===== src/rtl/rstseq_pkg.sv =====
// rtl/rstseq_pkg.sv - shared state encoding and synchroniser depth for the reset sequencer
package rstseq_pkg;

  localparam int SYNC_DEPTH = 2;

  typedef enum logic [2:0] {
    HOLD,
    RELEASE,
    WAIT_LOCK,
    SETTLE,
    RUN,
    FAULT
  } seqState;

endpackage


===== src/rtl/sync2ff.sv =====
// rtl/sync2ff.sv - parametrised-width multi-flop synchroniser for async level inputs
module sync2ff
  import rstseq_pkg::*;
#(
  parameter int W = 1
) (
  input  logic         clk,
  input  logic         rst,
  input  logic [W-1:0] d,
  output logic [W-1:0] q
);

  logic [SYNC_DEPTH-1:0][W-1:0] chain;

  always_ff @(posedge clk) begin
    if (rst) begin
      chain <= '0;
    end else begin
      chain <= {chain[SYNC_DEPTH-2:0], d};
    end
  end

  assign q = chain[SYNC_DEPTH-1];

endmodule


===== src/rtl/reset_sequencer.sv =====
// rtl/reset_sequencer.sv - debounced, lock-chained DCM reset sequencer with timeout/retry
// Optional lock-loss counter enabled by RSTSEQ_LOSS_CNT_EN.
module reset_sequencer
  import rstseq_pkg::*;
#(
  parameter int STAGES        = 3,
  parameter int DEBOUNCE_W    = 16,
  parameter int SETTLE_CYCLES = 256,
  parameter int LOCK_TIMEOUT  = 65535,
  parameter int MAX_RETRIES   = 3
) (
  input  logic              clk,
  input  logic              rst,
  input  logic              rstRaw,
  input  logic [STAGES-1:0] locked,
  output logic [STAGES-1:0] stageRst,
  output logic              sysRst,
  output logic              allLocked,
  output logic              fault,
  output logic [3:0]        retries,
  output logic [7:0]        lossCount
);

  localparam int IW = (STAGES > 1) ? $clog2(STAGES) : 1;
  localparam int TW = $clog2(LOCK_TIMEOUT + 1);
  localparam int SW = (SETTLE_CYCLES > 1) ? $clog2(SETTLE_CYCLES) : 1;

  logic              btnSync;
  logic [STAGES-1:0] lockSync;

  sync2ff #(.W(1))      uBtnSync  (.clk(clk), .rst(rst), .d(rstRaw), .q(btnSync));
  sync2ff #(.W(STAGES)) uLockSync (.clk(clk), .rst(rst), .d(locked), .q(lockSync));

  seqState           state, stateN;
  logic [IW-1:0]     idx, idxN;
  logic [DEBOUNCE_W-1:0] deb, debN;
  logic [TW-1:0]     timer, timerN;
  logic [SW-1:0]     settleCnt, settleN;
  logic [3:0]        retN;
  logic              faultN;
  logic [STAGES-1:0] stageRstN;
  logic [STAGES-1:0] lowMask;
  logic              lowDrop;

  assign allLocked = &lockSync;
  // A lock drop on any already-released stage below idx aborts the sequence
  assign lowMask   = (STAGES'(1) << idx) - STAGES'(1);
  assign lowDrop   = |(~lockSync & lowMask);

  always_comb begin
    stateN    = state;
    idxN      = idx;
    debN      = deb;
    timerN    = timer;
    settleN   = settleCnt;
    retN      = retries;
    faultN    = fault;
    stageRstN = stageRst;
    if (btnSync) begin
      stateN = HOLD;
      debN   = '0;
      retN   = 4'd0;
      faultN = 1'b0;
    end else begin
      case (state)
        HOLD: begin
          if (&deb) begin
            stateN = RELEASE;
            idxN   = '0;
          end else begin
            debN = deb + 1'b1;
          end
        end
        RELEASE: begin
          timerN = '0;
          if (lowDrop) begin
            stateN = HOLD;
            debN   = '1;
          end else begin
            stateN = WAIT_LOCK;
          end
        end
        WAIT_LOCK: begin
          if (lowDrop) begin
            stateN = HOLD;
            debN   = '1;
          end else if (lockSync[idx]) begin
            if (idx == IW'(STAGES - 1)) begin
              stateN  = SETTLE;
              settleN = '0;
            end else begin
              stateN = RELEASE;
              idxN   = idx + 1'b1;
            end
          end else if (timer == TW'(LOCK_TIMEOUT)) begin
            retN = retries + 4'd1;
            if (retN >= 4'(MAX_RETRIES)) begin
              stateN = FAULT;
              faultN = 1'b1;
            end else begin
              stateN = HOLD;
              debN   = '1;
            end
          end else begin
            timerN = timer + 1'b1;
          end
        end
        SETTLE: begin
          if (!allLocked) begin
            stateN = HOLD;
            debN   = '1;
          end else if (settleCnt == SW'(SETTLE_CYCLES - 1)) begin
            stateN = RUN;
          end else begin
            settleN = settleCnt + 1'b1;
          end
        end
        RUN: begin
          retN = 4'd0;
          if (!allLocked) begin
            stateN = HOLD;
            debN   = '1;
          end
        end
        FAULT: begin
          faultN = 1'b1;
        end
        default: begin
          stateN = HOLD;
        end
      endcase
    end
    // Released bits are recomputed from idx so they can only fall in index order
    case (stateN)
      HOLD, FAULT: stageRstN = '1;
      RELEASE:     stageRstN = ~(((STAGES'(1) << idxN) << 1) - STAGES'(1));
      default:     stageRstN = stageRst;
    endcase
  end

  always_ff @(posedge clk) begin
    if (rst) begin
      state     <= HOLD;
      idx       <= '0;
      deb       <= '0;
      timer     <= '0;
      settleCnt <= '0;
      retries   <= 4'd0;
      fault     <= 1'b0;
      stageRst  <= '1;
      sysRst    <= 1'b1;
    end else begin
      state     <= stateN;
      idx       <= idxN;
      deb       <= debN;
      timer     <= timerN;
      settleCnt <= settleN;
      retries   <= retN;
      fault     <= faultN;
      stageRst  <= stageRstN;
      sysRst    <= (stateN != RUN);
    end
  end

`ifdef RSTSEQ_LOSS_CNT_EN
  logic [7:0] lossQ;

  always_ff @(posedge clk) begin
    if (rst) begin
      lossQ <= 8'd0;
    end else if (state == RUN && !btnSync && !allLocked && lossQ != 8'hFF) begin
      lossQ <= lossQ + 8'd1;
    end
  end

  assign lossCount = lossQ;
`else
  assign lossCount = 8'd0;
`endif

endmodule


===== config.mk =====
export PLATFORM = sky130hd
export DESIGN_NAME = reset_sequencer
export DESIGN_NICKNAME = d
export VERILOG_FILES = /design/src/rtl/rstseq_pkg.sv /design/src/rtl/sync2ff.sv /design/src/rtl/reset_sequencer.sv
export SDC_FILE = /design/constraint.sdc
export NUM_CORES = 1
export LEC_CHECK = 0
export ABC_AREA = 1
export BUFFER_PORTS_ARGS = -buffer_cell sky130_fd_sc_hd__buf_4
export CORE_MARGIN = 2
export CORE_UTILIZATION = 35
export CTS_CLUSTER_DIAMETER = 40
export DETAILED_ROUTE_END_ITERATION = 8
export PLACE_DENSITY_LB_ADDON = 0.05
export SLEW_MARGIN = 5
export SYNTH_ARGS = -nofsm -noshare
export SYNTH_HDL_FRONTEND = slang
export SYNTH_SLANG_ARGS = --single-unit

===== constraint.sdc =====
create_clock -name clk -period 3.7 [get_ports clk]
set_input_delay 0.925 -clock clk [delete_from_list [all_inputs] [get_ports clk]]
set_output_delay 0.925 -clock clk [all_outputs]
set_load 0.1 [all_outputs]

# ---- After elaboration in Yosys (flattened, before gate mapping)
# Cells that the tools add are included.
dict set report op_classes {
  add_sub_neg 7
  order_cmp 2
  eq_ne 26
  shifts 2
  muxes 48
  n_bitwise 4
  reduce_logical 19
}
# operator count
set ops {}
lappend ops {{2-to-1 mux 16 bit} 10}
lappend ops {{one-hot mux 16 bit (4 select lines)} 1}
lappend ops {{2-to-1 mux 8 bit} 5}
lappend ops {{adder 16 x 1 -> 16 bit, second input constant} 2}
lappend ops {{one-hot mux 16 bit (2 select lines)} 1}
lappend ops {{2-to-1 mux 3 bit} 9}
lappend ops {{inequality test 2 bit, second input constant} 12}
lappend ops {{one-hot mux 3 bit (6 select lines)} 1}
lappend ops {{== test 16 bit, second input constant} 1}
lappend ops {{one-hot mux 8 bit (2 select lines)} 1}
lappend ops {{AND reduction 16 bit} 1}
lappend ops {{2-to-1 mux 2 bit} 7}
lappend ops {{AND reduction 7 bit} 2}
lappend ops {{2-to-1 mux 4 bit} 3}
lappend ops {{inequality test 3 bit, second input constant} 4}
lappend ops {{AND reduction 5 bit} 2}
lappend ops {{nonzero test 2 bit} 5}
lappend ops {{== test 3 bit, second input constant} 3}
lappend ops {{adder 8 x 1 -> 8 bit, second input constant} 1}
lappend ops {{== test 8 bit, second input constant} 1}
lappend ops {{one-hot mux 4 bit (2 select lines)} 1}
lappend ops {{== test 3 x 1 -> 1 bit, second input constant} 2}
lappend ops {{== test 3 x 2 -> 1 bit, second input constant} 2}
lappend ops {{logical NOT 3 bit} 2}
lappend ops {{other kinds (21)} 29}
dict set report word_totals {
  reg_bits 62
  inputBits 6
  output_inout_bits 18
  wordCells 121
}

# ---- Logic depth before layout (Yosys ltp)
# Gate-level depths: netlist of the first run.
dict set report logic_depth {
  ltp_word 11
  depth_mapped 16
  mapped_depth_nobuf 16
}

# ---- By module
# From an unflattened synthesis of the first run, not the netlist that was laid out.
dict set report unflattened {
  hier_cells 570
  area_unflattened_um2 3781.1
}
# mod instances cells_each area_each_um2 seq_area_each_um2
set modules_own_cells {}
lappend modules_own_cells {reset_sequencer 1 543 3538.4 1081.0}
lappend modules_own_cells {{sync2ff (uLockSync)} 1 21 187.7 120.1}
lappend modules_own_cells {{sync2ff (uBtnSync)} 1 6 55.1 40.0}

# ---- Worst setup path before layout of the first run
# Ideal clock, no wire load.
dict set report synth_timing {
  path_type {reg2reg}
  startpoint {register retries[0]}
  endpoint {register deb[6]}
  setup_time_ns 0.072
  arrival_time_ns 2.331
  t_required_ns 3.628
  setup_slack_ns 1.297
  stages_incl_launch_ff 12
  n_path_buf 1
  period_less_slack_ns 2.403
  cell_sequence {dfxtp_1 > inv_1 > ha_1 > nand3b_1 > nor2_1 > nand2_1 > nand2_2 > nand3_2 > inv_2 > buf_6 > o31ai_1 > a21oi_1}
}
dict set report synth_between {
  elab_chain_cells 4
}
# element line_no
set synth_lines {}
lappend synth_lines {{from (decl)} reset_sequencer.sv:20} ;# output logic [3:0] retries,
lappend synth_lines {{from (signal assigned)} reset_sequencer.sv:158} ;# retries <= retN;
lappend synth_lines {{adder 4 x 1 -> 4 bit} reset_sequencer.sv:96} ;# retN = retries + 4'd1;
lappend synth_lines {{greater-or-equal comparator 4 x 2 -> 1 bit} reset_sequencer.sv:97} ;# if (retN >= 4'(MAX_RETRIES)) begin
lappend synth_lines {{inequality test 3 bit (no line)} n/a}
lappend synth_lines {{AND reduction 7 bit (no line)} n/a}
lappend synth_lines {{to (signal assigned)} reset_sequencer.sv:155} ;# deb <= debN;
lappend synth_lines {{to (decl)} reset_sequencer.sv:36} ;# logic [DEBOUNCE_W-1:0] deb, debN;
# Every way passes these cells.
# A chain may end at the register's enable or synchronous reset.

# ---- Worst setup path after layout of the first run
dict set report layout_timing {
  startpoint {register idx[0]}
  endpoint {register deb[10]}
}
dict set report layout_between {
  elab_chain_cells 6
  elab_cells_between_ends 13
  cone_classes {add/sub: 1; eq/ne: 4; shift: 1; mux: 4; bitwise: 1; reduce/logical: 2}
}
# element line_no
set layout_lines {}
lappend layout_lines {{from (decl)} reset_sequencer.sv:35} ;# logic [IW-1:0] idx, idxN;
lappend layout_lines {{from (signal assigned)} reset_sequencer.sv:154} ;# idx <= idxN;
lappend layout_lines {{<< shifter 1 x 2 -> 3 bit} reset_sequencer.sv:47} ;# assign lowMask = (STAGES'(1) << idx) - STAGES'(1);
lappend layout_lines {{subtractor 3 x 2 -> 3 bit} reset_sequencer.sv:47}
lappend layout_lines {{bitwise AND 3 bit} reset_sequencer.sv:48} ;# assign lowDrop = |(~lockSync & lowMask);
lappend layout_lines {{OR reduction 3 bit} reset_sequencer.sv:48}
lappend layout_lines {{inequality test 3 bit (no line) (tied with other cells)} n/a}
lappend layout_lines {{AND reduction 7 bit (no line) / one-hot mux 16 bit (4 select lines) (equally long branches)} n/a}
# Parallel ways exist; a longest one is shown, timed or not. The select of a mux whose other input is x is not followed.

==> results.txt, run 1 <==
register area share after synthesis: 33.1%
CP max FO: 16
worst path bufs/invs: 3
share of cells above drive strength 1: 10.1%
Critical Path Slowest Stage Cell: dfxtp_1
vias in the first global route: 3283
Post-Syn Instances: 576
slowest stage delay, CP: 410 ps
H-tree depth: 3
main flop type after synthesis: dfxtp_1
Core ar.: 10400 um^2
largest net degree at the start of global routing: 31
CP cell instances: inv_1 -> ha_1 -> nor2_1 -> nor2_1 -> nand2_1 -> nor2_2 -> nand2_1 -> nand2_1 -> inv_1 -> nand3_2 -> inv_2 -> o21ai_0 -> a21oi_1
clock buffer depth: 2
First-pass DRT Iterations: 5
Power Total: 1360 uW
Final Max Slew Viols: 0
Req. time, crit path: 3950 ps
static leakage: 0.00160 uW
number of synthesized flops with an enable pin: 0
unrepaired setup endpoints after global routing: false
site row count: 37
Mean Syn Cell Area: 6.51 um^2
Clock Power Share: 45.0%
PwrDens: 327 nW/um^2
VDD IR max: 0.000128 V
Syn. warnings: 0
Synth Cell Area: 3750 um^2
# IOs: 24
Final ANT Viol Nets: 0
Starting Density: 36.2%
Nets: 608
Vias/cell: 4.79
die footprint: 11600 um^2
ys async rst share: 0%
Post-CTS Resized: 0
Top cell by count, worst path: nand2_1
post-cts hold buffer count: 0
status: complete, no violations
Starting DRT DRC Count: 164
final wirelength: 8800 um
Critical Path End Type: flip-flop
residual overflow from global routing: 0
Worst EP arrival: 2700 ps
Num CTS Buffers: 9
I/O Buffers: 15
Antenna diodes: 0
Flop pwr share: 50.0%
initial antenna violation count: 0
first-pass GRT wire length: 15300 um
clock insertion delay at the later pin of the skew report: 330 ps
drt drc: 0
Tcrit/Tclk final: 66.3%
Setup CP Type: flip-flop to flip-flop
worst-margin pin slew: 732 ps
final hold vios: 0
CTS tree: done
Final min period: 2450 ps
Cell variety after synth: 37
Max-Slew Margin vs Limit: 50.7%
root buffer cell: clkbuf_8
max-cap violation count: 0
Die Wd: 108 um
NetSw: 325 uW
Vias: 3511
worst clock skew: 8.63 ps
die height: 108 um
clk slew on worst S/H paths: 70 ps
GPL Wtd Cong: 0.862
Wirelength per Cell: 12.0 um
worst hold slack: 406 ps
Tot GR Track Use: 16.4%
Top delay family on crit path: simple AND/OR/NAND/NOR gates
Post-DP HPWL: 6510 um
Seq cells post-synth: 62
Setup Fix Bufs, Post-CTS: 0
Comb power frac: 5.0%
Sw Ratio: 24.0%
area growth from synthesis to final layout: 10.5%
FMAX: 408 MHz
setup violators final: 0
# clock sinks: 62
setup tns final: 0 ps
startpoint types: flip-flop
worst min path class: flip-flop to flip-flop
Int Pwr: 1030 uW
==> state kept, by name (all words and copies together), names as in the netlist <==
name	count
deb	16
fault	1
idx	2
retries	4
settleCnt	8
stageRst	3
state	3
sysRst	1
timer	16
uBtnSync.chain	1
uBtnSync.q	1
uLockSync.chain	3
uLockSync.q	3
==> layer usage <==
| layer | wire (um) | global-route usage [%] | up-vias |
|---|---|---|---|
| li1 | - | - | 1885 |
| met1 | 4550 | 22.2 | 1565 |
| met2 | 3890 | 26.0 | 52 |
| met5 | 0 | 0 | - |
| met4 | 110 | 6.87 | 0 |
| met3 | 242 | 2.48 | 9 |
==> worst reg2reg max path, cell delays in order, from the launching register on <==
cell and delay [ps]:
dfxtp_1 410, inv_1 130, ha_1 240, nor2_1 100
nor2_1 60, nand2_1 180, nor2_2 120, nand2_1 100
nand2_1 70, inv_1 60, nand3_2 280, inv_2 330
o21ai_0 150, a21oi_1 140
==> metrics by stage <==
step           setup WS, ps  instances  util [%]  cell area [um^2]
2_1_floorplan          1300        583         -              3780
3_5_place_dp           1220        717      38.0              3950
3_3_place_gp           1300        717      38.0              3950
5_1_grt                 930        733      40.0              4150
4_1_cts                1200        733      40.0              4150
6_report               1250        733      40.0              4150
==> placed cells by master (no fill, tap or decap), drive strengths merged <==
| master | Yosys | layout |
|---|---|---|
| a211oi | 4 | 4 |
| a21boi | 1 | 1 |
| a21oi | 46 | 46 |
| a22oi | 1 | 1 |
| a31o | 1 | 1 |
| a31oi | 1 | 1 |
| buf | 12 | 15 |
| bufinv | 0 | 1 |
| clkbuf | 5 | 13 |
| clkinv | 1 | 2 |
| clkinvlp | 0 | 1 |
| conb | 1 | 8 |
| dfxtp | 62 | 62 |
| ha | 10 | 10 |
| inv | 80 | 80 |
| nand2 | 139 | 139 |
| nand3 | 40 | 40 |
| nand3b | 3 | 3 |
| nand4 | 11 | 11 |
| nor2 | 84 | 84 |
| nor3 | 21 | 21 |
| nor4 | 4 | 4 |
| o211ai | 1 | 1 |
| o21ai | 22 | 22 |
| o21bai | 1 | 1 |
| o22ai | 1 | 1 |
| o31ai | 5 | 5 |
| or2 | 1 | 1 |
| xnor2 | 8 | 8 |
| xor2 | 10 | 10 |
==> cells by family (layout without fill, tap and decap cells) <==
kind of cell             Yosys count  after routing  synth area share (%)
AND/OR/NAND/NOR                  303            303                  35.8
buffers and inverters             98            112                  11.2
AO/OA/AOI/OAI                     84             84                  12.2
flip-flops                        62             62                  33.1
XOR/XNOR                          18             18                  4.20
adder cells (fa/ha/maj)           10             10                  3.33
other                              1              8                0.0999
==> synthesized netlist by cell type, types with 9 or more instances <==
| master | number | share of area (%) |
|---|---|---|
| inv_2 | 9 | 0.90 |
| buf_4 | 10 | 2.0 |
| inv_1 | 71 | 7.1 |
| xor2_1 | 10 | 2.3 |
| nor2_1 | 77 | 7.7 |
| nor3_1 | 18 | 2.4 |
| dfxtp_1 | 62 | 33 |
| a21oi_1 | 46 | 6.1 |
| ha_1 | 10 | 3.3 |
| nand3_1 | 37 | 4.9 |
| nand4_1 | 11 | 1.8 |
| nand2_1 | 132 | 13 |
| o21ai_0 | 18 | 2.4 |
==> final timing paths <==
kind,depth (start not counted),start,slack [ps],endpoint
worst max-delay path,13,idx[0]$_SDFF_PP0_,1250,deb[10]$_SDFFE_PP0P_
worst min-delay path,2,uLockSync.chain[2]$_SDFF_PP0_,410,uLockSync.q[2]$_SDFF_PP0_
worst max register to register,13,idx[0]$_SDFF_PP0_,1250,deb[10]$_SDFFE_PP0P_
worst min register to register,2,uLockSync.chain[2]$_SDFF_PP0_,410,uLockSync.q[2]$_SDFF_PP0_
==> cell type report <==
class | count | area, um^2
clock inverters | 3 | 42.5
flip-flops and latches | 62 | 1240
well taps | 136 | 170
fillers | 1126 | 6220
repair buffers | 15 | 113
multi-input cells | 423 | 2120
inverters | 81 | 304
clock buffers | 13 | 159
==> power groups by stage <==
| stage | clock network (uW) | registers [uW] | logic (uW) |
|---|---|---|---|
| 6_report | 611 | 679 | 67.3 |
| 5_1_grt | 668 | 680 | 72.8 |
| 4_1_cts | 639 | 679 | 68.1 |
| 3_5_place_dp | 0 | 694 | 68.1 |
| 3_3_place_gp | 0 | 694 | 67.3 |
| 2_1_floorplan | 0 | 693 | 63.6 |
Note: power is estimated with default switching activity, not from simulation.
==> run 2, diff against run 1 <==
==> constraint.sdc (replaced) <==
create_clock -name clk -period 2.4 [get_ports clk]
set_input_delay 0.6 -clock clk [delete_from_list [all_inputs] [get_ports clk]]
set_output_delay 0.6 -clock clk [all_outputs]
set_load 0.1 [all_outputs]
==> run 2 against run 1 <==
Critical path depth rose by 1. Hold slack got worse by 3.1 ps. Highest routed layer unchanged. Critical endpoint is now timer[10]$_SDFFE_PP0P_. Fmax rose by 15%. Sequential power rose by 55%. Routed wire length rose by 3.5%. Die area did not move.
==> results.txt, run 2 (same netlist as run 1, synthesis figures left out) <==
Tot GR Track Use: 16.7% (was 16.4%)
post-cts hold buffer count: 0 (unchanged)
Antenna diodes: 0 (unchanged)
First-pass DRT Iterations: 5 (unchanged)
max-cap violation count: 0 (unchanged)
clock buffer depth: 2 (unchanged)
GPL Wtd Cong: 0.849 (was 0.862)
Int Pwr: 1590 uW (was 1030 uW)
static leakage: 0.00163 uW (was 0.00160 uW)
drt drc: 0 (unchanged)
H-tree depth: 3 (unchanged)
vias in the first global route: 3265 (was 3283)
reg2reg path depth: 14 (was 13)
clk slew on worst S/H paths: 70 ps (about the same)
most frequent cells in the layout: nand2_1, nor2_1, inv_1 (unchanged)
site row count: 37 (unchanged)
die height: 108 um (unchanged)
PwrDens: 506 nW/um^2 (was 327 nW/um^2)
Wirelength per Cell: 12.3 um (was 12.0 um)
residual overflow from global routing: 0 (unchanged)
CP max FO: 7 (was 16)
post-placement cell count: 723 (was 717)
final hold vios: 0 (unchanged)
Critical Path End Type: flip-flop (unchanged)
share of cells above drive strength 1: 11.8% (was 10.1%)
WHS Endpoint: uLockSync.q[1]$_SDFF_PP0_ (was uLockSync.q[2]$_SDFF_PP0_)
crit path from: idx[0]$_SDFF_PP0_ (unchanged)
Final ANT Viol Nets: 0 (unchanged)
multi-input logic area: 2130 um^2 (was 2120 um^2)
NetSw: 539 uW (was 325 uW)
Setup CP Type: flip-flop to flip-flop (unchanged)
Setup Fix Bufs, Post-CTS: 0 (unchanged)
root buffer cell: clkbuf_8 (unchanged)
Worst EP arrival: 2360 ps (was 2700 ps)
# IOs: 24 (unchanged)
Flop pwr share: 49.1% (was 50.0%)
Setup WS pre-CTS: 230 ps (was 1220 ps)
min setup slack post-route: 275 ps (was 1250 ps)
Die Wd: 108 um (unchanged)
worst hold slack: 403 ps (was 406 ps)
r2r endpoint: timer[10]$_SDFFE_PP0P_ (was deb[10]$_SDFFE_PP0P_)
R2R Path Start: idx[0]$_SDFF_PP0_ (unchanged)
clock insertion delay at the later pin of the skew report: 340 ps (was 330 ps)
first-pass GRT wire length: 15500 um (was 15300 um)
worst min path class: flip-flop to flip-flop (unchanged)
Core ar.: 10400 um^2 (unchanged)
Final Max Slew Viols: 0 (unchanged)
Final Util: 40.6% (was 40.0%)
initial antenna violation count: 0 (unchanged)
FMAX: 471 MHz (was 408 MHz)
CTS tree: done (unchanged)
area growth from synthesis to final layout: 12.3% (was 10.5%)
Nets: 614 (was 608)
worst-margin pin slew: 668 ps (was 732 ps)
Sw Ratio: 25.3% (was 24.0%)
startpoint types: flip-flop (unchanged)
most common cell after layout, fill and taps aside: nand2_1 (unchanged)
die footprint: 11600 um^2 (unchanged)
largest net degree at the start of global routing: 31 (unchanged)
Starting DRT DRC Count: 225 (was 164)
Fillers: 1126 (unchanged)
Comb power frac: 5.0% (about the same)
Req. time, crit path: 2630 ps (was 3950 ps)
Tcrit/Tclk final: 88.5% (was 66.3%)
worst clock skew: 11.1 ps (was 8.63 ps)
hold path cells: 2 (unchanged)
Post-DP HPWL: 6550 um (was 6510 um)
Vias: 3539 (was 3511)
status: complete, no violations (unchanged)
Clock Power Share: 45.8% (was 45.0%)
setup tns final: 0 ps (unchanged)
hold wc startpoint: uLockSync.chain[1]$_SDFF_PP0_ (was uLockSync.chain[2]$_SDFF_PP0_)
VDD IR max: 0.000300 V (was 0.000128 V)
Num CTS Buffers: 9 (unchanged)
I/O Buffers: 15 (unchanged)
worst reg2reg setup slack: 280 ps (was 1250 ps)
# clock sinks: 62 (unchanged)
Storage cell area: 1240 um^2 (about the same)
setup violators final: 0 (unchanged)
Final Non-Filler Cells: 739 (was 733)
Starting Density: 36.2% (unchanged)
top flop regs: deb (16), timer (16), settleCnt (8) (unchanged)
unrepaired setup endpoints after global routing: false (unchanged)
Final min period: 2120 ps (was 2450 ps)
Max-Slew Margin vs Limit: 55.1% (was 50.7%)
Vias/cell: 4.79 (about the same)
final wirelength: 9110 um (was 8800 um)
[run 2: changes by cell type in the layout (fill, tap and decap cells not counted)]
cell        before  now
buf_4           15   21
clkbuf_1         2    0
clkinvlp_4       1    3
dfxtp_1         62   59
dfxtp_2          0    3
nand2_2          6    5
nand2_4          1    2
nor2_2           5    4
nor2_4           2    3
[run 2: what timing repair did]
item	in CTS	in global routing
endpoints found under the setup margin	0	4
gates resized for setup	0	4
endpoints found under the hold margin	0	0
[run 2: per-layer routing]
metal  GRT usage (%)  up-vias  wire (um)
met5               0        -          0
met2            27.2       70       4170
met3            4.18        6        372
li1                -     1882          -
met1            22.2     1581       4490
met4            4.03        0         72
[run 2: worst max-delay path, cell delays in order (launching register included)]
cell     delay [ps]
dfxtp_2         370
inv_1           100
ha_1            240
inv_1            60
nand2_1          40
nand3_1          60
nand2_1         160
nand2_2         150
inv_2            50
nor3_2          190
nand2_4         140
nor2_4          150
nand2_1         100
o21ai_0         160
nor2_1           60
[run 2: per-stage QoR]
| stage | total power, uW | instance area (um^2) |
|---|---|---|
| final | 2130 | 4210 |
| after CTS | 2160 | 4200 |
| after global placement | 1180 | 3990 |
| after global routing | 2220 | 4210 |
| after floorplan | 1170 | 3780 |
| after detailed placement | 1180 | 3990 |
[run 2: worst max path at each step]
stage / end / slack [ps]
floorplan: deb[6]$_SDFFE_PP0P_ / 20
global placement: timer[10]$_SDFFE_PP0P_ / 260
detailed placement: timer[10]$_SDFFE_PP0P_ / 230
CTS: timer[10]$_SDFFE_PP0P_ / 220
global route: timer[10]$_SDFFE_PP0P_ / 10
finish: timer[10]$_SDFFE_PP0P_ / 280
[run 2: power by group through the flow]
stage	logic, uW	clock network, uW	registers (uW)
finish	108	976	1050
global route	117	1050	1050
global placement	108	0	1070
CTS	108	1010	1050
detailed placement	108	0	1070
floorplan	98.0	0	1070
[run 2: area by class of cell]
class                   count  area share, %
clock buffers              11           3.59
clock inverters             5           1.37
inverters                  81           7.22
multi-input cells         423           50.5
flip-flops and latches     62           29.6
well taps                 136           4.04
repair buffers             21           3.74
